## config.mk

```make
export PLATFORM = sky130hd
export DESIGN_NAME = fetch_stage
export DESIGN_NICKNAME = d
export VERILOG_FILES = /design/src/rtl/fetch_stage.sv
export SDC_FILE = /design/constraint.sdc
export NUM_CORES = 1
export LEC_CHECK = 0
export ABC_CLOCK_PERIOD_IN_PS = 4700
export CAP_MARGIN = 25
export CELL_PAD_IN_SITES_DETAIL_PLACEMENT = 2
export CELL_PAD_IN_SITES_GLOBAL_PLACEMENT = 2
export CORE_ASPECT_RATIO = 0.5
export CORE_MARGIN = 1
export CORE_UTILIZATION = 29
export CTS_BUF_LIST = sky130_fd_sc_hd__clkbuf_4 sky130_fd_sc_hd__clkbuf_8
export CTS_CLUSTER_DIAMETER = 30
export DETAILED_ROUTE_END_ITERATION = 10
export PLACE_DENSITY_LB_ADDON = 0.15
export SLEW_MARGIN = 20
export SYNTH_ARGS = -nofsm -noshare
export SYNTH_HDL_FRONTEND = slang
export SYNTH_SLANG_ARGS = --single-unit
```

## constraint.sdc

```tcl
create_clock -name clk -period 4.7 [get_ports clk]
set_input_delay 0.94 -clock clk [delete_from_list [all_inputs] [get_ports clk]]
set_output_delay 0.94 -clock clk [all_outputs]
set_load 0.03 [all_outputs]
```

## src/rtl/fetch_stage.sv

```systemverilog
// fetch_stage: instruction-fetch stage. Owns the PC, drives the instruction
// memory, captures the returned word into the IF/ID register and handles
// stall, redirect and HALT detection.
module fetch_stage #(
   parameter logic [15:0] RESET_PC    = 16'h0000,
   parameter logic [15:0] NOP_INST    = 16'h0800,
   parameter logic [4:0]  HALT_OPCODE = 5'b00000
) (
   input  logic        clk,
   input  logic        rst,
   output logic [15:0] imem_addr,
   output logic        imem_en,
   input  logic [15:0] imem_inst,
   input  logic        stall,
   input  logic        redirect,
   input  logic [15:0] redirect_pc,
   output logic [15:0] if_id_inst,
   output logic [15:0] if_id_pc_plus2,
   output logic        if_id_valid,
   output logic        halted,
   output logic [15:0] fetch_count
);

   logic [15:0] pc_q, pc_d;
   logic [15:0] inst_q, inst_d;
   logic [15:0] pc_plus2_q, pc_plus2_d;
   logic        valid_q, valid_d;
   logic        halted_q, halted_d;
   logic [15:0] fetch_count_q, fetch_count_d;

   logic [15:0] pc_next_seq;
   logic        is_halt;

   assign pc_next_seq = pc_q + 16'd2;
   assign is_halt     = (imem_inst[15:11] == HALT_OPCODE);

   // Next-state selection in priority order: redirect, halted, stall, normal fetch.
   always_comb begin
      pc_d          = pc_q;
      inst_d        = inst_q;
      pc_plus2_d    = pc_plus2_q;
      valid_d       = valid_q;
      halted_d      = halted_q;
      fetch_count_d = fetch_count_q;
      if (redirect) begin
         pc_d       = redirect_pc;
         inst_d     = NOP_INST;
         pc_plus2_d = 16'h0000;
         valid_d    = 1'b0;
         halted_d   = 1'b0;
      end else if (halted_q) begin
         inst_d     = NOP_INST;
         pc_plus2_d = 16'h0000;
         valid_d    = 1'b0;
      end else if (!stall) begin
         inst_d     = imem_inst;
         pc_plus2_d = pc_next_seq;
         valid_d    = 1'b1;
         if (fetch_count_q != 16'hFFFF) begin
            fetch_count_d = fetch_count_q + 16'd1;
         end
         if (is_halt) begin
            halted_d = 1'b1;
         end else begin
            pc_d = pc_next_seq;
         end
      end
   end

   // State register with synchronous reset taking precedence over everything.
   always_ff @(posedge clk) begin
      if (rst) begin
         pc_q          <= RESET_PC;
         inst_q        <= NOP_INST;
         pc_plus2_q    <= 16'h0000;
         valid_q       <= 1'b0;
         halted_q      <= 1'b0;
         fetch_count_q <= 16'h0000;
      end else begin
         pc_q          <= pc_d;
         inst_q        <= inst_d;
         pc_plus2_q    <= pc_plus2_d;
         valid_q       <= valid_d;
         halted_q      <= halted_d;
         fetch_count_q <= fetch_count_d;
      end
   end

   assign imem_addr      = pc_q;
   assign imem_en        = ~halted_q;
   assign if_id_inst     = inst_q;
   assign if_id_pc_plus2 = pc_plus2_q;
   assign if_id_valid    = valid_q;
   assign halted         = halted_q;
   assign fetch_count    = fetch_count_q;

endmodule

```

* Word-level counts from Yosys, hierarchy flattened
Cells that the tools add are included.
** Storage, ports and cells
- Register bits after elaboration :: 66
- Input port bits :: 36
- Output and inout bits :: 67
- Word-level logic and storage cells :: 27
** Cells by class
- $add $sub $neg :: 2
- Eq/ne operators :: 4
- Muxes and demuxes :: 7
- Bitwise logic cells :: 3
- Reductions and logical operators :: 5
** Operator list (count)
- 16-bit 2-to-1 mux :: 4
- 16-bit by 1-bit adder with 16-bit output (second input constant) :: 1
- 16-bit by 2-bit adder with 16-bit output (second input constant) :: 1
- 16-bit != test (second input constant) :: 1
- 5-bit zero test :: 1
- 2-bit != test (second input constant) :: 2
- 4-bit AND reduction :: 1
- 1-bit 2-to-1 mux :: 3
- 1-bit inverter :: 3
- 3-bit AND reduction :: 1
- 3-bit OR reduction :: 1
- 2-bit by 1-bit != test with 1-bit output (second input constant) :: 1
- 2-bit OR reduction :: 1

* Depth between registers and ports, before layout
- Depth in word-level cells :: 5
- Depth in mapped cells :: 6
- Gate-level depth less buffers :: 5

* Worst setup path after synthesis
No wires, ideal clock.
- Kind :: input to register
- From :: input port stall
- To :: register pc_q[15] (netlist: imem_addr[15])
- Setup time :: 0.091 ns
- Arrival :: 2.141 ns
- Data required time :: 4.609 ns
- Slack :: 2.468 ns
- Stages on the path :: 5
- Buffers on the path :: 1
- Path through :: or2_1 -> a21o_1 -> buf_6 -> or4_1 -> a311oi_1
** On the way
- Word-level cells in the longest chain between the ends :: 2
** Ends and longest elaborated chain
- start, declared :: line 14 : input logic stall,
- 2-bit by 1-bit != test with 1-bit output (no source line)
- 3-bit AND reduction (no source line)
- end signal, assigned :: line 80 : pc_q <= pc_d;
- end, declared :: line 24 : logic [15:0] pc_q, pc_d;
No other way between the ends.
A chain may end at the register's enable or synchronous reset.

* Worst setup path after layout
- From :: input port redirect
- To :: register pc_q[3] (netlist: imem_addr[3])
** On the way
- Word-level cells in the longest chain between the ends :: 2
- Elaborated cells on any way between the ends :: 5
- Classes of those cells :: eq/ne (3); mux (1); reduce/logical (1)
** Ends and longest elaborated chain
- start, declared :: line 15 : input logic redirect,
- 2-bit != test (no source line) / 2-bit by 1-bit != test with 1-bit output (equally long branches)
- 3-bit AND reduction (no source line)
Parallel ways exist; a longest one is shown, timed or not.

==> run_results.csv <==
group,metric,value,unit
run_status,outcome,"complete, no violations",
worst_setup_path,required,4920,ps
drt,drcViolationCount,0,
timing,final.setup.tns,0,ps
worst_setup_path,worst-path-buf-inv,2,
flow_run,maxCapViolCount,0,
die,num_io_pins,103,
logic_synthesis,syn_area,3052,um2
clock_tree,hold_buffers,0,
logic_synthesis,yosysTopAreaCell,"dfxtp_1",
power,p_per_area,301.7,nW/um2
drt,vias_per_cell,5.254,
clock_tree,cts_tree,"done",
drt,drt_pass1_iterations,4,
worst_setup_path,r2r_start,"imem_addr[1]$_SDFFE_PP0P_",
clock_tree,tritoncts.num_buffers,9,
layout,postLayoutCoreUtil,42.88,%
timing,timing.hold.ws,469.6,ps
grt,grt_pass1_vias,3275,
drt,drt_iter0_drc,108,
power,leakagePower,0.001502,uW
clock_tree,clkSinkCount,66,
clock_tree,clock_latency,350,ps
layout,antenna_cells,0,
clock_tree,post_cts_buffers,0,
die,fp.dieArea,10960,um2
grt,grt_max_degree,31,
power,vdd_drop_max,0.0001143,V
timing,slew_viol_final,0,
worst_setup_path,path_max_fanout,23,
place,hpwlAfterDp,7.776,mm
worst_setup_path,critPathCaptureType,"flop",
die,coreArea,10210,um2
drt,wl_per_cell,18.15,um
logic_synthesis,netlist_instances,349,
logic_synthesis,seq_area_frac_synth,43.30,%
worst_setup_path,crit_start,"redirect",
grt,antenna_found_initial,0,
layout,final_common_cell,"clkdlybuf4s50_1",
worst_setup_path,cp_cell_sequence,"clkdlybuf4s50_1 > clkinv_1 > and4_1 > a2111oi_0",
logic_synthesis,synthFlopType,"dfxtp_1",
timing,max_clock_freq,0.3056,GHz
timing,rsz0062_at_grt,"false",
layout,regArea,1321,um2
worst_hold_path,min-delay-start,"if_id_pc_plus2[8]$_SDFFE_PP0N_",
worst_setup_path,cp.arrival,3500,ps
worst_setup_path,start_kind,"input pin",
layout,n_fill_cell,1116,
logic_synthesis,yosysWarnings,0,
worst_hold_path,hold_path.class,"flop to flop",
place,numPortBuffers,102,
layout,final_cell_mix,"clkdlybuf4s50_1, dfxtp_1, nor2_1",
worst_setup_path,regToRegSetupSlack,2460,ps
layout,multi_input_area,1588,um2
place,routabilityCongestion,0.7401,
die,start_util,29.88,%
layout,nets,480,
logic_synthesis,synth_edf_count,0,
die,dieWidth,147.1,um
layout,drive_above_1_share,5.369,%
layout,area_growth,43.54,%
logic_synthesis,synthesis.nets,387,
worst_setup_path,crit_family,"buffers and inverters",
layout,final_cells,587,
logic_synthesis,ys_types,46,
timing,relSlewSlack,38.15,%
logic_synthesis,avgSynthCellArea,8.744,um2
timing,period_minus_slack,3272,ps
timing,finalHoldViolCount,0,
drt,ant_nets,0,
timing,period_share,69.62,%
clock_tree,cts_root_buf,"clkbuf_8",
die,placementRows,26,
drt,wl,10.66,mm
worst_setup_path,crit_type,"input pin to flop",
place,dp_cells,570,
logic_synthesis,synth-seq-cells,66,
grt,grt_pass1_wl,17.03,mm
power,total_power,1322,uW
clock_tree,cts_buffer_depth,2,
clock_tree,htree_levels,3,
die,fp.dieH,74.54,um
timing,skew,6.814,ps
clock_tree,cts_resized,0,
grt,gr-total-overflow,0,
logic_synthesis,async_flop_share,0,%
drt,vias,3084,
timing,setup-violations-final,0,
worst_setup_path,max_stage_delay,1080,ps
clock_tree,clk_pin_slew_worst_paths,80,ps
worst_setup_path,critPathSlowestCell,"clkdlybuf4s50_1",
logic_synthesis,synth_top_area_share,43.30,%
logic_synthesis,yosys-top-cells-area,"dfxtp_1, mux2i_1, a21oi_1",
grt,track_usage,20.31,%
timing,tightest_slew,924.9,ps
flip-flops by register name (all words and copies together) (netlist names):
signal / cells
fetch_count: 16
halted: 1
if_id_valid: 1
if_id_pc_plus2: 16
imem_addr: 16
if_id_inst: 16
layout make-up:
| cell class | count | area share [%] |
|---|---|---|
| multi-input cells | 249 | 36.25 |
| flip-flops and latches | 66 | 30.16 |
| repair buffers | 105 | 23.88 |
| well taps | 140 | 3.999 |
| clock buffers | 12 | 3.628 |
| clock inverters | 4 | 1.143 |
| inverters | 11 | 0.9426 |
logic make-up after synthesis:
kind of cell    share of synthesized area (%)
simple gates                            22.71
fa+ha+maj                              0.8199
mux                                     6.232
compound gates                          19.11
flops                                   43.30
xor+xnor                                3.157
buf+inv                                 4.674
path summary, 6_finish.rpt:
path	endpoint	depth (start not counted)
max	imem_addr[3]$_SDFFE_PP0P_	4
min	if_id_pc_plus2[8]$_SDFFE_PP0N_	2
max reg2reg	imem_addr[11]$_SDFFE_PP0P_	5
min reg2reg	if_id_pc_plus2[8]$_SDFFE_PP0N_	2
layer usage:
| layer | track usage (%) | routed length, um | vias to the layer above |
|---|---|---|---|
| met5 | 0 | 0 | - |
| met4 | 4.926 | 66 | 0 |
| met3 | 8.037 | 673 | 7 |
| met2 | 35.85 | 5157 | 67 |
| met1 | 23.54 | 4758 | 1533 |
| li1 | - | - | 1477 |
worst register-to-register path, delay by kind of cell, from the launching register on:
| family | cells | cell delay, ps |
|---|---|---|
| AOI/OAI and AO/OA | 2 | 490 |
| DFF | 1 | 510 |
| adders and majority gates | 1 | 320 |
| and+or+nand+nor | 2 | 810 |
power by group:
part | leakage, uW | switching, uW | internal [uW]
combinational | 0.000861 | 109 | 89.5
sequential | 0.000539 | 25.9 | 579
clock | 0.000102 | 239 | 279
total | 0.00150 | 374 | 948
metrics by stage:
| step | cell area, um2 | setup WS, ps |
|---|---|---|
| after detailed placement | 4156 | 1109 |
| after global routing | 4380 | 1238 |
| after global placement | 4156 | 1300 |
| after floorplan | 3052 | 2468 |
| after CTS | 4365 | 1447 |
| final | 4380 | 1428 |
cell usage after synthesis, drive strengths merged, types with 9 or more instances:
cell,instances
nor2,30
a211oi,13
clkbuf,15
a21oi,30
nand2,23
nand3,12
or3,12
or4,9
o21ai,19
inv,10
mux2i,19
dfxtp,66
nor3,9
and4,10
Note: power is estimated with default switching activity, not from simulation.
